[src/rtl/timestamp_pkg.sv]
// Shared constants and types for the timestamp unit: default widths and the
// per-cycle counter operation selected by the priority resolver.
package timestamp_pkg;

   localparam int TS_W_DEF    = 32;
   localparam int EPOCH_W_DEF = 16;
   localparam int NUM_CH_DEF  = 4;
   localparam int PRE_W_DEF   = 8;

   typedef enum logic [1:0] {
      CNT_HOLD = 2'd0,
      CNT_TICK = 2'd1,
      CNT_SYNC = 2'd2
   } cnt_op_e;

endpackage

[src/rtl/timestamp_unit_if.sv]
// Event-capture bus between the timestamp unit (master) and the event builder
// (slave): per-channel event inputs, capture data, valid/ready and lost flags.
interface timestamp_unit_if #(
   parameter int NUM_CH  = 4,
   parameter int TS_W    = 32,
   parameter int EPOCH_W = 16
);

   // Handshake: a capture transfers in any cycle where cap_valid[i] & cap_ready[i];
   // cap_ts/cap_epoch are stable while cap_valid[i]=1 and cap_ready[i]=0, and
   // cap_valid[i] drops the cycle after a transfer unless a new edge reloads it.
   logic [NUM_CH-1:0]               event_in;
   logic [NUM_CH-1:0][TS_W-1:0]     cap_ts;
   logic [NUM_CH-1:0][EPOCH_W-1:0]  cap_epoch;
   logic [NUM_CH-1:0]               cap_valid;
   logic [NUM_CH-1:0]               cap_ready;
   logic [NUM_CH-1:0]               cap_lost;
   logic [NUM_CH-1:0]               lost_clr;

   modport master (
      input  event_in, cap_ready, lost_clr,
      output cap_ts, cap_epoch, cap_valid, cap_lost
   );

   modport slave (
      output event_in, cap_ready, lost_clr,
      input  cap_ts, cap_epoch, cap_valid, cap_lost
   );

endinterface

[src/rtl/timestamp_capture_ch.sv]
// One event-capture channel: rising-edge detector, snapshot registers,
// valid/ready hold logic and sticky lost flag.
module timestamp_capture_ch #(
   parameter int TS_W    = 32,
   parameter int EPOCH_W = 16
) (
   input  logic               clk,
   input  logic               reset,
   input  logic               event_in,
   input  logic [TS_W-1:0]    cur_ts,
   input  logic [EPOCH_W-1:0] cur_epoch,
   input  logic               cap_ready,
   input  logic               lost_clr,
   output logic [TS_W-1:0]    cap_ts,
   output logic [EPOCH_W-1:0] cap_epoch,
   output logic               cap_valid,
   output logic               cap_lost
);

   logic prev;
   logic edge_det;
   logic xfer;
   logic load;
   logic drop;

   assign edge_det = event_in & ~prev;
   assign xfer     = cap_valid & cap_ready;
   // A new edge may reuse the slot in the same cycle the old capture is taken.
   assign load     = edge_det & (~cap_valid | xfer);
   assign drop     = edge_det & cap_valid & ~xfer;

   // prev resets high so a level held through reset is not seen as an edge.
   always_ff @(posedge clk or posedge reset) begin
      if (reset) begin
         prev      <= 1'b1;
         cap_ts    <= '0;
         cap_epoch <= '0;
         cap_valid <= 1'b0;
         cap_lost  <= 1'b0;
      end else begin
         prev <= event_in;
         if (load) begin
            cap_ts    <= cur_ts;
            cap_epoch <= cur_epoch;
            cap_valid <= 1'b1;
         end else if (xfer) begin
            cap_valid <= 1'b0;
         end
         if (drop) begin
            cap_lost <= 1'b1;
         end else if (lost_clr) begin
            cap_lost <= 1'b0;
         end
      end
   end

endmodule

[src/rtl/timestamp_unit.sv]
// Free-running timestamp with runtime prescaler, sync load and epoch counter,
// plus NUM_CH event-capture channels snapshotting {epoch, timestamp}.
module timestamp_unit
   import timestamp_pkg::*;
#(
   parameter int TS_W    = TS_W_DEF,
   parameter int EPOCH_W = EPOCH_W_DEF,
   parameter int NUM_CH  = NUM_CH_DEF,
   parameter int PRE_W   = PRE_W_DEF
) (
   input  logic               clk,
   input  logic               reset,
   input  logic               enable,
   input  logic               sync_timestamp,
   input  logic [TS_W-1:0]    sync_value,
   input  logic [PRE_W-1:0]   prescale,
   output logic [TS_W-1:0]    timestamp,
   output logic [EPOCH_W-1:0] epoch,
   output logic               rollover,
   timestamp_unit_if.master   cap
);

   logic [PRE_W-1:0] pcnt;
   logic             tick;
   cnt_op_e          op;

   // pcnt is compared against the live prescale, so lowering prescale below
   // pcnt lets it wrap through all-ones before the next tick.
   assign tick = enable && (pcnt == prescale);

   always_comb begin
      op = CNT_HOLD;
      if (sync_timestamp) begin
         op = CNT_SYNC;
      end else if (tick) begin
         op = CNT_TICK;
      end
   end

   always_ff @(posedge clk or posedge reset) begin
      if (reset) begin
         timestamp <= '0;
         epoch     <= '0;
         pcnt      <= '0;
         rollover  <= 1'b0;
      end else begin
         case (op)
            CNT_SYNC: begin
               timestamp <= sync_value;
               epoch     <= '0;
               pcnt      <= '0;
               rollover  <= 1'b0;
            end
            CNT_TICK: begin
               timestamp <= timestamp + TS_W'(1);
               pcnt      <= '0;
               rollover  <= &timestamp;
               if (&timestamp) begin
                  epoch <= epoch + EPOCH_W'(1);
               end
            end
            default: begin
               if (enable) begin
                  pcnt <= pcnt + PRE_W'(1);
               end
               rollover <= 1'b0;
            end
         endcase
      end
   end

   for (genvar i = 0; i < NUM_CH; i++) begin : g_ch
      timestamp_capture_ch #(
         .TS_W    (TS_W),
         .EPOCH_W (EPOCH_W)
      ) u_ch (
         .clk       (clk),
         .reset     (reset),
         .event_in  (cap.event_in[i]),
         .cur_ts    (timestamp),
         .cur_epoch (epoch),
         .cap_ready (cap.cap_ready[i]),
         .lost_clr  (cap.lost_clr[i]),
         .cap_ts    (cap.cap_ts[i]),
         .cap_epoch (cap.cap_epoch[i]),
         .cap_valid (cap.cap_valid[i]),
         .cap_lost  (cap.cap_lost[i])
      );
   end

endmodule

[src/flat_wrapper.sv]
// flat-port wrapper written by rule: the top's interface ports become plain ports
module timestamp_unit_flat import timestamp_pkg::*;
#(
   parameter int TS_W    = TS_W_DEF,
   parameter int EPOCH_W = EPOCH_W_DEF,
   parameter int NUM_CH  = NUM_CH_DEF,
   parameter int PRE_W   = PRE_W_DEF
)
  (clk, reset, enable, sync_timestamp, sync_value, prescale, timestamp, epoch, rollover, cap_event_in, cap_cap_ready, cap_lost_clr, cap_cap_ts, cap_cap_epoch, cap_cap_valid, cap_cap_lost);
  timestamp_unit_if #(.NUM_CH(NUM_CH), .TS_W(TS_W), .EPOCH_W(EPOCH_W)) cap_i ();
  input  logic clk;
  input  logic reset;
  input  logic enable;
  input  logic sync_timestamp;
  input  logic [TS_W-1:0] sync_value;
  input  logic [PRE_W-1:0] prescale;
  output logic [TS_W-1:0] timestamp;
  output logic [EPOCH_W-1:0] epoch;
  output logic rollover;
  input wire logic [$bits(cap_i.event_in)-1:0] cap_event_in;
  input wire logic [$bits(cap_i.cap_ready)-1:0] cap_cap_ready;
  input wire logic [$bits(cap_i.lost_clr)-1:0] cap_lost_clr;
  output wire logic [$bits(cap_i.cap_ts)-1:0] cap_cap_ts;
  output wire logic [$bits(cap_i.cap_epoch)-1:0] cap_cap_epoch;
  output wire logic [$bits(cap_i.cap_valid)-1:0] cap_cap_valid;
  output wire logic [$bits(cap_i.cap_lost)-1:0] cap_cap_lost;
  assign cap_i.event_in = cap_event_in;
  assign cap_i.cap_ready = cap_cap_ready;
  assign cap_i.lost_clr = cap_lost_clr;
  assign cap_cap_ts = cap_i.cap_ts;
  assign cap_cap_epoch = cap_i.cap_epoch;
  assign cap_cap_valid = cap_i.cap_valid;
  assign cap_cap_lost = cap_i.cap_lost;
  timestamp_unit #(.TS_W(TS_W), .EPOCH_W(EPOCH_W), .NUM_CH(NUM_CH), .PRE_W(PRE_W)) u_core (.clk(clk), .reset(reset), .enable(enable), .sync_timestamp(sync_timestamp), .sync_value(sync_value), .prescale(prescale), .timestamp(timestamp), .epoch(epoch), .rollover(rollover), .cap(cap_i));
endmodule
[config.mk]
export PLATFORM = sky130hd
export DESIGN_NAME = timestamp_unit_flat
export DESIGN_NICKNAME = d
export VERILOG_FILES = /design/src/rtl/timestamp_pkg.sv /design/src/rtl/timestamp_unit_if.sv /design/src/rtl/timestamp_capture_ch.sv /design/src/rtl/timestamp_unit.sv /design/src/flat_wrapper.sv
export SDC_FILE = /design/constraint.sdc
export NUM_CORES = 1
export LEC_CHECK = 0
export ABC_CLOCK_PERIOD_IN_PS = 14200
export CAP_MARGIN = 20
export CORE_ASPECT_RATIO = 2
export CORE_UTILIZATION = 45
export CTS_CLUSTER_SIZE = 24
export DETAILED_ROUTE_END_ITERATION = 8
export GPL_TIMING_DRIVEN = 0
export HOLD_SLACK_MARGIN = 0.15
export PLACE_DENSITY = 0.83
export RECOVER_POWER = 25
export SLEW_MARGIN = 15
export SYNTH_ARGS = -nofsm -noshare
export SYNTH_HDL_FRONTEND = slang
export SYNTH_SLANG_ARGS = --single-unit
[constraint.sdc]
create_clock -name clk -period 14.2 [get_ports clk]
set_clock_uncertainty 0.2 [all_clocks]
set_input_delay 2.84 -clock clk [delete_from_list [all_inputs] [get_ports clk]]
set_output_delay 2.84 -clock clk [all_outputs]
set_load 0.05 [all_outputs]
# ---- After elaboration in Yosys (flattened, before gate mapping)
# Index checks and enable logic that the tools add are counted.
dict set report word_totals {
  ff_bits 261
  input_bits 56
  output_inout_bits 249
  word_cells 105
}
dict set report op_classes {
  n_addsub 3
  eq_ne 4
  muxes 24
  bitwise 36
  n_reduce_logical 14
}
# operator count
set op_table {}
lappend op_table {{$pmux W32 S2} 1}
lappend op_table {{$add A32 B1 Y32 const B} 1}
lappend op_table {{$pmux W16 S2} 1}
lappend op_table {{$reduce_and A32 Y1} 1}
lappend op_table {{$and A1 B1 Y1} 20}
lappend op_table {{$reduce_bool A2 Y1} 10}
lappend op_table {{$mux W1} 18}
lappend op_table {{$add A16 B1 Y16 const B} 1}
lappend op_table {{$mux W16} 1}
lappend op_table {{$mux W8} 2}
lappend op_table {{$not A1 Y1} 12}
lappend op_table {{$add A8 B1 Y8 const B} 1}
lappend op_table {{$eq A8 B8 Y1} 1}
lappend op_table {{$or A1 B1 Y1} 4}
lappend op_table {{$eq A2 B1 Y1 const B} 1}
lappend op_table {{$eq A2 B2 Y1 const B} 1}
lappend op_table {{$mux W2} 1}
lappend op_table {{$ne A2 B1 Y1 const B} 1}
lappend op_table {{$reduce_and A2 Y1} 1}
lappend op_table {{$reduce_or A2 Y1} 1}
lappend op_table {{$logic_and A1 B1 Y1} 1}

# ---- Depth between registers and ports, before layout
dict set report logic_depth {
  word_depth 7
  depth_mapped 9
  depth_no_buf 6
}

# ---- By module
# Synthesis repeated with hierarchy kept, for this count alone.
dict set report hier_totals {
  hier_cells 844
  hier_area_um2 11576.1
}
# module n_inst cells_per_inst area_each_um2 seq_area_each_um2
set modules_own_cells {}
lappend modules_own_cells {timestamp_capture_ch 4 111 2013.2 1277.5}
lappend modules_own_cells {timestamp_unit 1 400 3523.4 1426.4}

# ---- Least setup slack after synthesis
# Ideal clock, no wire load.
dict set report synth_path {
  path_type {input-to-reg}
  from {input prescale[6]}
  to {register u_core.epoch[10]}
  setup_time_ns 0.136
  t_arrival_ns 4.488
  required_ns 13.864
  slack_ns 9.375
  path_stages 8
  path_buffers 3
  path_cell_list {xnor2_1 -> nand3_1 -> or4_1 -> buf_2 -> clkbuf_1 -> clkbuf_1 -> o31ai_1 -> a21oi_1}
}
dict set report synth_between {
  elab_chain_len 7
  elab_cells_between_ends 10
  cone_classes {4 x eq/ne; 3 x mux; 3 x reduce/logical}
}
# element line_no
set synth_lines {}
lappend synth_lines {{start, declared} flat_wrapper.sv:16} ;# input logic [PRE_W-1:0] prescale;
lappend synth_lines {{$eq A8 B8 Y1 (*)} timestamp_unit.sv:29} ;# assign tick = enable && (pcnt == prescale);
lappend synth_lines {{$logic_and A1 B1 Y1 (*)} timestamp_unit.sv:29}
lappend synth_lines {{$mux W1 (*)} timestamp_unit.sv:35} ;# end else if (tick) begin
lappend synth_lines {{$mux W2 (*)} timestamp_unit.sv:33} ;# if (sync_timestamp) begin
lappend synth_lines {{$eq A2 B1 Y1 / $eq A2 B2 Y1 (equally long branches)} timestamp_unit.sv:47} ;# case (op)
lappend synth_lines {{$ne A2 B1 Y1 (no source line) / $reduce_bool A2 Y1 (equally long branches)} n/a}
lappend synth_lines {{$reduce_and A2 Y1 (no source line)} n/a}
lappend synth_lines {{end signal, assigned} timestamp_unit.sv:59} ;# epoch <= epoch + EPOCH_W'(1);
lappend synth_lines {{end, declared} timestamp_unit.sv:18} ;# output logic [EPOCH_W-1:0] epoch,
# Every way passes the cells marked *; elsewhere a longest branch is shown, timed or not.
# A chain may end at the register's enable or synchronous reset.

# ---- Final worst setup path
dict set report layout_path {
  from {input prescale[5]}
  to {register u_core.epoch[6]}
}
# Same word-level chain as after synthesis.

==> metrics.txt <==
setup bufs post-CTS 0; max incr delay on CP ~0.45 ns; violated checks design-rule violations, max-capacitance violations, max-slew violations; Gate Count Post-Synth 861; grt ovf 0; crit-path max FO 10; CP dominant cell by count clkbuf_1; Worst Path Buf+Inv 4; Via density roughly 5.5; Slew @ Worst Pin 1.872 ns; CTS H-tree depth 1; Crit path max-delay family buffers and inverters; Avg Inst Size Synth around 13 sq um; vias in the first global route 8444; hold-fix buffers at CTS 0; RSZ-0062 raised after global routing no; maximum number of pins on one net before global-route repair between 100 and 150; clock root buffer clkbuf_16; Post-Syn Area approximately 11000 sq um; Synth Register Bits 261; crit path time final 5.426 ns; worst endpoint required time approximately 14 ns; setup violators final 0; die height 222.7 um; Post-synth EDFFs 0; Worst Hold Class flip-flop to flip-flop; layout cells sized above 1 0.2131; # DRC 16; Num CTS Buffers 23; Layout area overhead 38.70%; pre-CTS WS 8.329 ns; status complete, but fails checks; Rows 80; first-pass GRT wire length 48.73 mm; Initial DRC Count 346; CTS clock-pin slew for the worst setup and hold paths around 0.070 ns; Worst Slack Setup Final roughly 8.8 ns; Seq/Total Area, Yosys 0.5967; Synth warnings 0; FFs w/ async S/R, synth 1.000; fmax 184.3 MHz; Setup crit end kind flip-flop; Max Buffers Root-to-Sink 3; Total Routing Usage GR 0.2570; crit path DAT around 5.6 ns; Routability Congestion 0.8326; leakage between 0.006 and 0.007 uW; Primary FF master, synth dfrtp_1; Final Hold Viols 0; WL final 31.63 mm; # port buffers 303; TritonRoute pass-1 iters 9; crit path kind input port to flip-flop; I/O pins 305; DP HPWL 23.05 mm; core area about 24000 sq um; Max-Cap Viols 1; final worst-path cycle share 0.3821; Layout Nets roughly 1300; Critical-path top delay cell or4_1; CTS tree yes; Netlist cell types between 40 and 50; post_cts resized 0; Worst VDD drop 0.0001056 V; R2R Setup Slk 11.10 ns; Initial Util 0.4579; Slew headroom -0.2550; Vias roughly 8300; Worst setup SP type input port; TritonCTS Sinks approximately 260; Chip Width 112.3 um; power density over the cells 148.7 nW/um^2; Worst-Skew Late Latency 0.52 ns; area of the die 25010 sq um; crit-path cells clkdlybuf4s50_1, xnor2_1, nand3_1, or4_1, buf_2, clkbuf_1, clkbuf_1, o31ai_1, a21oi_1; initial antenna violation count 2; ANT nets after route 0; WL per Instance 21.15 um; fin. max-slew vios 40; Setup TNS Final 0 ns; syn nets approximately 900
==> final timing paths <==
kind	start	end	depth (start not counted)
setup / recovery	prescale[5]	u_core.epoch[6]	9
hold / removal	u_core.g_ch[3].u_ch.cap_ts[27]	u_core.g_ch[3].u_ch.cap_ts[27]	2
setup reg to reg	u_core.pcnt[5]	u_core.epoch[6]	8
hold reg to reg	u_core.g_ch[3].u_ch.cap_ts[27]	u_core.g_ch[3].u_ch.cap_ts[27]	2
max in group asynchronous	reset	u_core.g_ch[3].u_ch.cap_ts[13]	4
min in group asynchronous	reset	u_core.g_ch[3].u_ch.cap_epoch[4]	2
==> Yosys cell counts (13+ instances only) <==
| cell type | n | area (sq um) |
|---|---|---|
| dfrtp_1 | 257 | 6431 |
| mux2_2 | 180 | 2027 |
| nand2_1 | 46 | 172.7 |
| clkbuf_1 | 43 | 161.4 |
| nor2_1 | 33 | 123.9 |
| o21ai_0 | 31 | 155.2 |
| o31ai_1 | 27 | 202.7 |
| or4_1 | 27 | 202.7 |
| a31oi_1 | 20 | 125.1 |
| nand3_1 | 19 | 95.09 |
| nand4_1 | 18 | 112.6 |
| xnor2_1 | 18 | 157.7 |
| a21oi_1 | 17 | 85.08 |
| buf_2 | 13 | 65.06 |
==> worst reg2reg max path: cells and delay by family (launching register included) <==
| kind | cells | cell delay, ns |
|---|---|---|
| buffers and inverters | 3 | 0.79 |
| flip-flops | 1 | 0.42 |
| AO/OA/AOI/OAI | 2 | 0.44 |
| XOR/XNOR | 1 | 0.39 |
| AND/OR/NAND/NOR | 2 | 0.73 |
==> layout by cell type (no fill, tap or decap), types with 11 or more instances in the layout <==
master	Yosys	layout
o21ai_0	31	31
a31oi_1	20	20
clkbuf_16	0	23
buf_2	13	13
nand2_1	46	46
nand2b_1	12	12
clkbuf_1	43	45
or4_1	27	27
a21oi_1	17	17
or3_1	11	11
mux2_2	180	180
xnor2_1	18	18
clkdlybuf4s50_1	0	298
dfrtp_1	257	257
o31ai_1	27	27
nand4_1	18	18
nor2_1	33	33
nand3_1	19	19
inv_1	12	11
==> power by group <==
group	switching (uW)	leakage, uW	internal, uW
combinational	459	0.00263	245
clock	285	0.000383	378
sequential	58.9	0.00324	834
total	803	0.00626	1460
==> routing by layer <==
metal  global-route usage  vias up  share of wire  routed length [um]
met3              0.02946       81          0.043                1361
met4               0.1398        0          0.052                1643
li1                     -     3744              -                   -
met1               0.2820     4132           0.36               11370
met2               0.4767      298           0.55               17250
met5                    0        -              0                   0
==> registers in the layout, summed over array words and instances (netlist names) <==
name,cells
u_core.g_ch.u_ch.cap_ts,128
u_core.pcnt,8
u_core.timestamp,32
u_core.g_ch.u_ch.cap_lost,4
u_core.g_ch.u_ch.cap_valid,4
u_core.epoch,16
u_core.g_ch.u_ch.prev,4
u_core.g_ch.u_ch.cap_epoch,64
u_core.rollover,1
==> logic make-up after synthesis <==
family | synth area share
fa+ha+maj | 0.003427
compound gates | 0.05871
xor+xnor | 0.01759
flops | 0.5967
simple gates | 0.1021
buf+inv | 0.03461
mux | 0.1869
==> layout make-up <==
class | count | area, sq um
Clock buffer | 25 | 593.1
Antenna cell | 2 | 5.005
Tap cell | 287 | 359.1
Multi-Input combinational cell | 514 | 4039
Buffer | 74 | 334.1
Inverter | 12 | 46.29
Clock inverter | 15 | 192.7
Sequential cell | 261 | 6536
Timing Repair Buffer | 305 | 3088
Fill cell | 1824 | 8730
==> per-stage QoR <==
| step | std cells | util | hold WS (ns) | total power [uW] | instance area, sq um |
|---|---|---|---|---|---|
| after detailed placement | 1453 | 0.6023 | 0.2747 | 1616 | 14410 |
| after CTS | 1493 | 0.6351 | 0.2895 | 2280 | 15190 |
| after global placement | 1451 | 0.5997 | 0.2638 | 1599 | 14350 |
| final | 1495 | 0.6351 | 0.2860 | 2260 | 15190 |
| after floorplan | 861 | - | 0.2798 | 1352 | 10950 |
| after global routing | 1495 | 0.6351 | 0.3132 | 2335 | 15190 |
(Power assumes the default switching activity.)
